`config.mk`:
```
export PLATFORM = sky130hd
export DESIGN_NAME = lfsr_gen
export DESIGN_NICKNAME = d
export VERILOG_FILES = /design/src/rtl/parity_chk_pkg.sv /design/src/rtl/lfsr_gen.sv
export SDC_FILE = /design/constraint.sdc
export NUM_CORES = 1
export LEC_CHECK = 0
export BUFFER_PORTS_ARGS = -buffer_cell sky130_fd_sc_hd__buf_4
export CORE_AREA = 2 2 39 41
export CTS_CLUSTER_SIZE = 20
export DETAILED_ROUTE_END_ITERATION = 6
export DIE_AREA = 0 0 41 43
export HOLD_SLACK_MARGIN = 0.06
export PLACE_DENSITY = 0.46
export SETUP_SLACK_MARGIN = 0.2
export SYNTH_ARGS = -nofsm -noshare
export SYNTH_HDL_FRONTEND = slang
export SYNTH_SLANG_ARGS = --single-unit
```
`constraint.sdc`:
```
create_clock -name clk -period 1.4 [get_ports clk]
set_input_delay 0.07 -clock clk [delete_from_list [all_inputs] [get_ports clk]]
set_output_delay 0.07 -clock clk [all_outputs]
set_load 0.05 [all_outputs]
```
`src/rtl/parity_chk_pkg.sv`:
```
// Shared definitions for the parity equivalence checker.
//   state_t     : run-control FSM states
//   MAX_LATENCY : deepest DUT latency the alignment line and drain counter support
//   lfsr_taps() : Galois (right-shift) tap masks giving a maximal-length sequence
//                 for widths 3..32
package parity_chk_pkg;

  typedef enum logic [1:0] {IDLE, RUN, DRAIN, DONE} state_t;

  localparam int MAX_LATENCY = 15;

  // Tap masks for a right-shifting Galois LFSR. When the bit shifted out is 1,
  // the mask is XORed into the shifted state. Unsupported widths fall back to
  // the 3-bit mask so the function always returns something usable.
  function automatic logic [31:0] lfsr_taps(input int w);
    logic [31:0] taps;
    case (w)
      3:       taps = 32'h0000_0006;
      4:       taps = 32'h0000_000C;
      5:       taps = 32'h0000_0014;
      6:       taps = 32'h0000_0030;
      7:       taps = 32'h0000_0060;
      8:       taps = 32'h0000_00B8;
      9:       taps = 32'h0000_0110;
      10:      taps = 32'h0000_0240;
      11:      taps = 32'h0000_0500;
      12:      taps = 32'h0000_0829;
      13:      taps = 32'h0000_100D;
      14:      taps = 32'h0000_2015;
      15:      taps = 32'h0000_6000;
      16:      taps = 32'h0000_D008;
      17:      taps = 32'h0001_2000;
      18:      taps = 32'h0002_0400;
      19:      taps = 32'h0004_0023;
      20:      taps = 32'h0009_0000;
      21:      taps = 32'h0014_0000;
      22:      taps = 32'h0030_0000;
      23:      taps = 32'h0042_0000;
      24:      taps = 32'h00E1_0000;
      25:      taps = 32'h0120_0000;
      26:      taps = 32'h0200_0023;
      27:      taps = 32'h0400_0013;
      28:      taps = 32'h0900_0000;
      29:      taps = 32'h1400_0000;
      30:      taps = 32'h2000_0029;
      31:      taps = 32'h4800_0000;
      32:      taps = 32'h8020_0003;
      default: taps = 32'h0000_0006;
    endcase
    return taps;
  endfunction

endpackage

```
`src/rtl/lfsr_gen.sv`:
```
// Galois LFSR stimulus source.
//   clk, rst_n : clock, asynchronous active-low reset (state returns to SEED)
//   load       : reload SEED (wins over step)
//   step       : advance one position
//   q          : current LFSR state
// A zero SEED would lock the register up, so it is replaced by 1.
module lfsr_gen
  import parity_chk_pkg::*;
#(
  parameter int               WIDTH = 7,
  parameter logic [WIDTH-1:0] SEED  = 1
) (
  input  logic             clk,
  input  logic             rst_n,
  input  logic             load,
  input  logic             step,
  output logic [WIDTH-1:0] q
);

  localparam logic [WIDTH-1:0] SEED_EFF = (SEED == '0) ? WIDTH'(1) : SEED;
  localparam logic [31:0]      TAPS32   = lfsr_taps(WIDTH);
  localparam logic [WIDTH-1:0] TAPS     = TAPS32[WIDTH-1:0];

  logic [WIDTH-1:0] state_q, state_d;

  // Next-state: reload, hold, or one Galois shift with the taps folded in
  // whenever a 1 falls off the low end.
  always_comb begin
    state_d = state_q;
    if (load) begin
      state_d = SEED_EFF;
    end else if (step) begin
      state_d = state_q[0] ? ((state_q >> 1) ^ TAPS) : (state_q >> 1);
    end
  end

  // State register; reset puts the generator back at the start of its sequence.
  always_ff @(posedge clk or negedge rst_n) begin
    if (!rst_n) begin
      state_q <= SEED_EFF;
    end else begin
      state_q <= state_d;
    end
  end

  assign q = state_q;

endmodule

```
==> flow_summary.json, run 1 <==
{
  "status": "completed",
  "die_height_um": 43,
  "cts.clk_slew.worst_paths_ns": 0.05,
  "gp_congestion": 0.635,
  "areaGrowthSynthToFinish_pct": 43.5,
  "cts_tree": "yes",
  "min_path_type": "in -> reg",
  "dieArea_mm2": 0.00176,
  "min_period_over_period": 0.772,
  "synthTopCellsByArea": "dfrtp_1 (50%), mux2i_1 (17%), dfstp_2 (8.8%)",
  "drt-vias-per-instance": 4.15,
  "clockRootBuffer": "clkbuf_4",
  "cts.repair.resized": 0,
  "maxCapViolCount": 0,
  "finClkSkew_ns": 0.000328,
  "cp.required_ns": 1.33,
  "ir_worst_vdd_mv": 0.302,
  "drive_gt1_frac": 0.421,
  "period_needed_ns": 1.08,
  "yosysTopAreaCell": "dfrtp_1",
  "cp-end-kind": "output pin",
  "netlist_instances": 23,
  "final_util": 0.310,
  "cpMaxStageDelayCell": "dfstp_2",
  "cts_setup_buffers": 0,
  "nets": 43,
  "hold_viol_final": 0,
  "synthesis.nets": 27,
  "coreArea_mm2": 0.00138,
  "antenna_found_initial": 0,
  "total_power_mw": 0.495,
  "rows": 14,
  "drc": 0,
  "dr.first_iter.drc_count": 3,
  "whs_ns": 0.110,
  "vias": 224,
  "cts_max_level": 1,
  "start_util": 0.216,
  "io_pins": 11,
  "drtAntennaViolNets": 0,
  "overflow": 0,
  "max_stage_delay_ns": 0.56,
  "clock-sinks": 7,
  "setup_viol": 0,
  "grt_first_pass_wirelength_um": 883,
  "crit_fanout": 4,
  "yosysTopAreaCellShare": 0.502,
  "largest_reg_flops": 7,
  "die_x_um": 41,
  "grt_max_degree": 10,
  "tightest_slew_ns": 0.134,
  "reg2reg_slack_ns": 0.47,
  "max_freq_mhz": 925,
  "grt_pass1_vias": 198,
  "leakage_nw": 0.218,
  "path_buf_inv": 1,
  "synth_area_per_cell_um2": 13.0,
  "worstSkewPairLatency_ns": 0.25,
  "ys_warn_count": 0,
  "arrival_ns": 1.01,
  "antenna_cells": 0,
  "rsz0062_at_grt": "no",
  "io_buffer_count": 10,
  "wl_um": 604,
  "post_drt_wl_per_cell_um": 11.2,
  "cts_hold_buf": 2,
  "crit_family": "flip-flops",
  "pwr_density_cell_mw_per_mm2": 1150,
  "grt_use_total": 0.0848,
  "ys_ff_latch": 7,
  "cts_buffers": 3,
  "critPathKind": "reg -> out",
  "worstPathCellList": "buf_4",
  "fin_setup_tns_ns": 0,
  "slew_headroom": 0.908,
  "first_pass_iters": 3,
  "syn_area_um2": 299,
  "slew_violations": 0,
  "yosysSeqAreaShare": 0.590,
  "clockBufferDepth": 2,
  "critPathLaunchType": "flip-flop",
  "synth_cell_type_count": 9
}
cell type report:
| type | count | area (µm²) |
|---|---|---|
| tap | 16 | 20.0 |
| timing repair buffer | 12 | 95.1 |
| clock buffer | 4 | 26.3 |
| sequential | 7 | 176 |
| fill | 150 | 955 |
| multi-input combinational | 15 | 111 |
cells in the final DEF (no fill, tap or decap):
| master | instances |
|---|---|
| a211o_1 | 1 |
| a211oi_2 | 1 |
| buf_4 | 10 |
| clkbuf_1 | 1 |
| clkbuf_4 | 3 |
| dfrtp_1 | 6 |
| dfstp_2 | 1 |
| dlygate4sd3_1 | 2 |
| mux2i_1 | 5 |
| nor2_1 | 6 |
| nor2b_2 | 1 |
| xnor2_1 | 1 |
report_power, final:
part | switching [mW] | internal (mW) | leakage (nW)
sequential | 0.00864 | 0.213 | 0.0919
clock | 0.0731 | 0.109 | 0.0150
combinational | 0.0567 | 0.0345 | 0.111
total | 0.138 | 0.357 | 0.218
metrics by stage:
| stage | instances | setup WS [ns] | area [µm²] |
|---|---|---|---|
| after floorplan | 23 | 0.292 | 299 |
| after global placement | 48 | 0.507 | 383 |
| after detailed placement | 48 | 0.468 | 383 |
| after CTS | 54 | 0.303 | 429 |
| after global routing | 54 | 0.284 | 429 |
| final | 54 | 0.319 | 429 |
per-layer routing:
layer / vias up / wire [µm] / global-route usage
met5: - / 0 / 0
met4: 0 / 0 / 0.100
met3: 0 / 40 / 0.0471
met2: 6 / 285 / 0.0938
met1: 109 / 277 / 0.0984
li1: 109 / - / -
worst paths after layout:
path / from / to / cells after the start
setup / recovery: q[0] / q[0] / 1
hold / removal: step / q[5] / 2
setup reg to reg: q[0] / q[5] / 2
hold reg to reg: q[1] / q[0] / 1
max in group asynchronous: rst_n / q[0] / 2
min in group asynchronous: rst_n / q[4] / 2
cells by family (layout without fill, tap and decap cells):
kind of cell	Yosys count	after routing	share of synthesized area
DFF	7	7	0.590
muxes	5	5	0.167
buffers and inverters	1	16	0.0377
AOI/OAI and AO/OA	2	2	0.0711
and+or+nand+nor	7	7	0.105
xor gates and xnor gates	1	1	0.0293
synthesized netlist by cell type:
master    instances
dfstp_2           1
nor2_1            6
dfrtp_1           6
nor2b_2           1
a211oi_2          1
buf_6             1
xnor2_1           1
a211o_1           1
mux2i_1           5
(Power assumes the default switching activity.)
==> inputs of run 2 (changes only) <==
==> constraint.sdc (replaced) <==
create_clock -name clk -period 1.1 [get_ports clk]
set_input_delay 0.055 -clock clk [delete_from_list [all_inputs] [get_ports clk]]
set_output_delay 0.055 -clock clk [all_outputs]
set_load 0.05 [all_outputs]
==> run 2 against run 1 <==
Against the previous run:
- sequential power grew 29%
- register-to-register slack lost 0.41 ns
- sequential share of layout area shrank 4.0 points
- hold slack lost 0.013 ns
- final cell count grew 5.6%
- clock skew is essentially flat
==> flow_summary.json, run 2 (same netlist as run 1, synthesis figures left out) <==
{
  "rsz0062_at_grt": "yes",
  "cts_buffers": 3,
  "grt_pass1_vias": 264,
  "drc": 0,
  "period_needed_ns": 1.06,
  "drt-vias-per-instance": 4.14,
  "areaGrowthSynthToFinish_pct": 68.2,
  "vias": 236,
  "fin_setup_tns_ns": 0,
  "max_stage_delay_ns": 0.62,
  "coreArea_mm2": 0.00138,
  "seqPwrFrac": 0.436,
  "nets": 46,
  "gp_congestion": 0.648,
  "post_dp_cell_area_um2": 400,
  "clockBufferDepth": 2,
  "antenna_cells": 0,
  "worstSkewPairLatency_ns": 0.24,
  "gr-usage-met2": 0.116,
  "top_usage_layer": "met2",
  "grtUsageMet1": 0.109,
  "internal_power_mw": 0.477,
  "swShare": 0.272,
  "slew_headroom": 0.913,
  "wl_um": 605,
  "layout_common_cells": "nor2_1 (6), buf_4 (6), mux2i_1 (5), buf_6 (5), dfrtp_2 (5)",
  "die_height_um": 43,
  "cts.clk_slew.worst_paths_ns": 0.05,
  "max_freq_mhz": 941,
  "arrival_ns": 1.01,
  "status": "completed",
  "clockRootBuffer": "clkbuf_4",
  "leakage_nw": 0.240,
  "maxCapViolCount": 0,
  "post_drt_wl_per_cell_um": 10.6,
  "cp.required_ns": 1.04,
  "cts_max_level": 1,
  "rows": 14,
  "tightest_slew_ns": 0.128,
  "cts_tree": "yes",
  "slew_violations": 0,
  "crit_fanout": 3,
  "worstPathCellList": "buf_8",
  "drtAntennaViolNets": 0,
  "clock-sinks": 7,
  "combPwrFrac": 0.216,
  "cpMaxStageDelayCell": "dfstp_4",
  "io_buffer_count": 10,
  "ir_worst_vdd_mv": 0.426,
  "grt_use_total": 0.0891,
  "clkPwrFrac": 0.348,
  "pwr_density_cell_mw_per_mm2": 1300,
  "switchingPower_mw": 0.178,
  "path_buf_inv": 1,
  "grt_first_pass_wirelength_um": 1010,
  "stdcell_area_um2": 503,
  "grt_max_degree": 10,
  "antenna_found_initial": 0,
  "crit_family": "flip-flops",
  "drive_gt1_frac": 0.610,
  "dr.first_iter.drc_count": 0,
  "critPathLaunchType": "flip-flop",
  "cp-end-kind": "output pin",
  "die_x_um": 41,
  "dieArea_mm2": 0.00176,
  "min_period_over_period": 0.966,
  "finClkSkew_ns": 0.000681,
  "overflow": 0,
  "hold_viol_final": 0,
  "largest_reg_flops": 7,
  "critPathKind": "reg -> out",
  "min_path_type": "in -> reg",
  "setup_viol": 0,
  "first_pass_iters": 1,
  "met3_usage": 0.0314,
  "start_util": 0.216,
  "io_pins": 11
}
-- run 2: per-stage QoR --
stage | util | std cells | worst slack, ns | hold slack (ns) | power [mW]
2_1_floorplan | - | 23 | 0.0730 | -0.241 | 0.368
3_3_place_gp | 0.289 | 48 | 0.164 | -0.128 | 0.404
3_5_place_dp | 0.289 | 48 | 0.149 | -0.124 | 0.405
4_1_cts | 0.350 | 55 | 0.0253 | 0.0885 | 0.665
5_1_grt | 0.363 | 57 | 0.00447 | 0.0904 | 0.703
6_report | 0.363 | 57 | 0.0370 | 0.0964 | 0.655
-- run 2: worst paths after layout --
path,startpoint,to,slack (ns),cells after the start
min in group asynchronous,rst_n,q[5],0.16,2
max in group asynchronous,rst_n,q[0],0.73,2
worst max register to register,q[0],q[5],0.06,3
worst min-delay path,step,q[5],0.1,2
worst max-delay path,q[0],q[0],0.04,1
worst min register to register,q[1],q[0],0.53,1
-- run 2: cell type report --
cell class	count	area, µm²
Fill cell	148	881
Sequential cell	7	186
Timing Repair Buffer	15	151
Multi-Input combinational cell	15	119
Clock buffer	4	26.3
Tap cell	16	20.0
-- run 2: routing by layer --
metal	vias to the layer above	wire, µm
met4	0	0
met2	8	295
li1	114	-
met1	114	272
met3	0	36
met5	-	0
-- run 2: timing repair --
item,in CTS,in global routing
gates resized for setup,8,1
endpoints found under the hold margin,13,0
hold buffers,2,0
endpoints found under the setup margin,9,10
buffers inserted,1,2
pin swaps,1,0
-- run 2: power by group through the flow --
stage / clock network [mW] / logic (mW) / registers [mW]
global placement: 0 / 0.114 / 0.289
finish: 0.228 / 0.142 / 0.286
detailed placement: 0 / 0.115 / 0.290
floorplan: 0 / 0.0369 / 0.331
global route: 0.264 / 0.152 / 0.286
CTS: 0.242 / 0.136 / 0.287
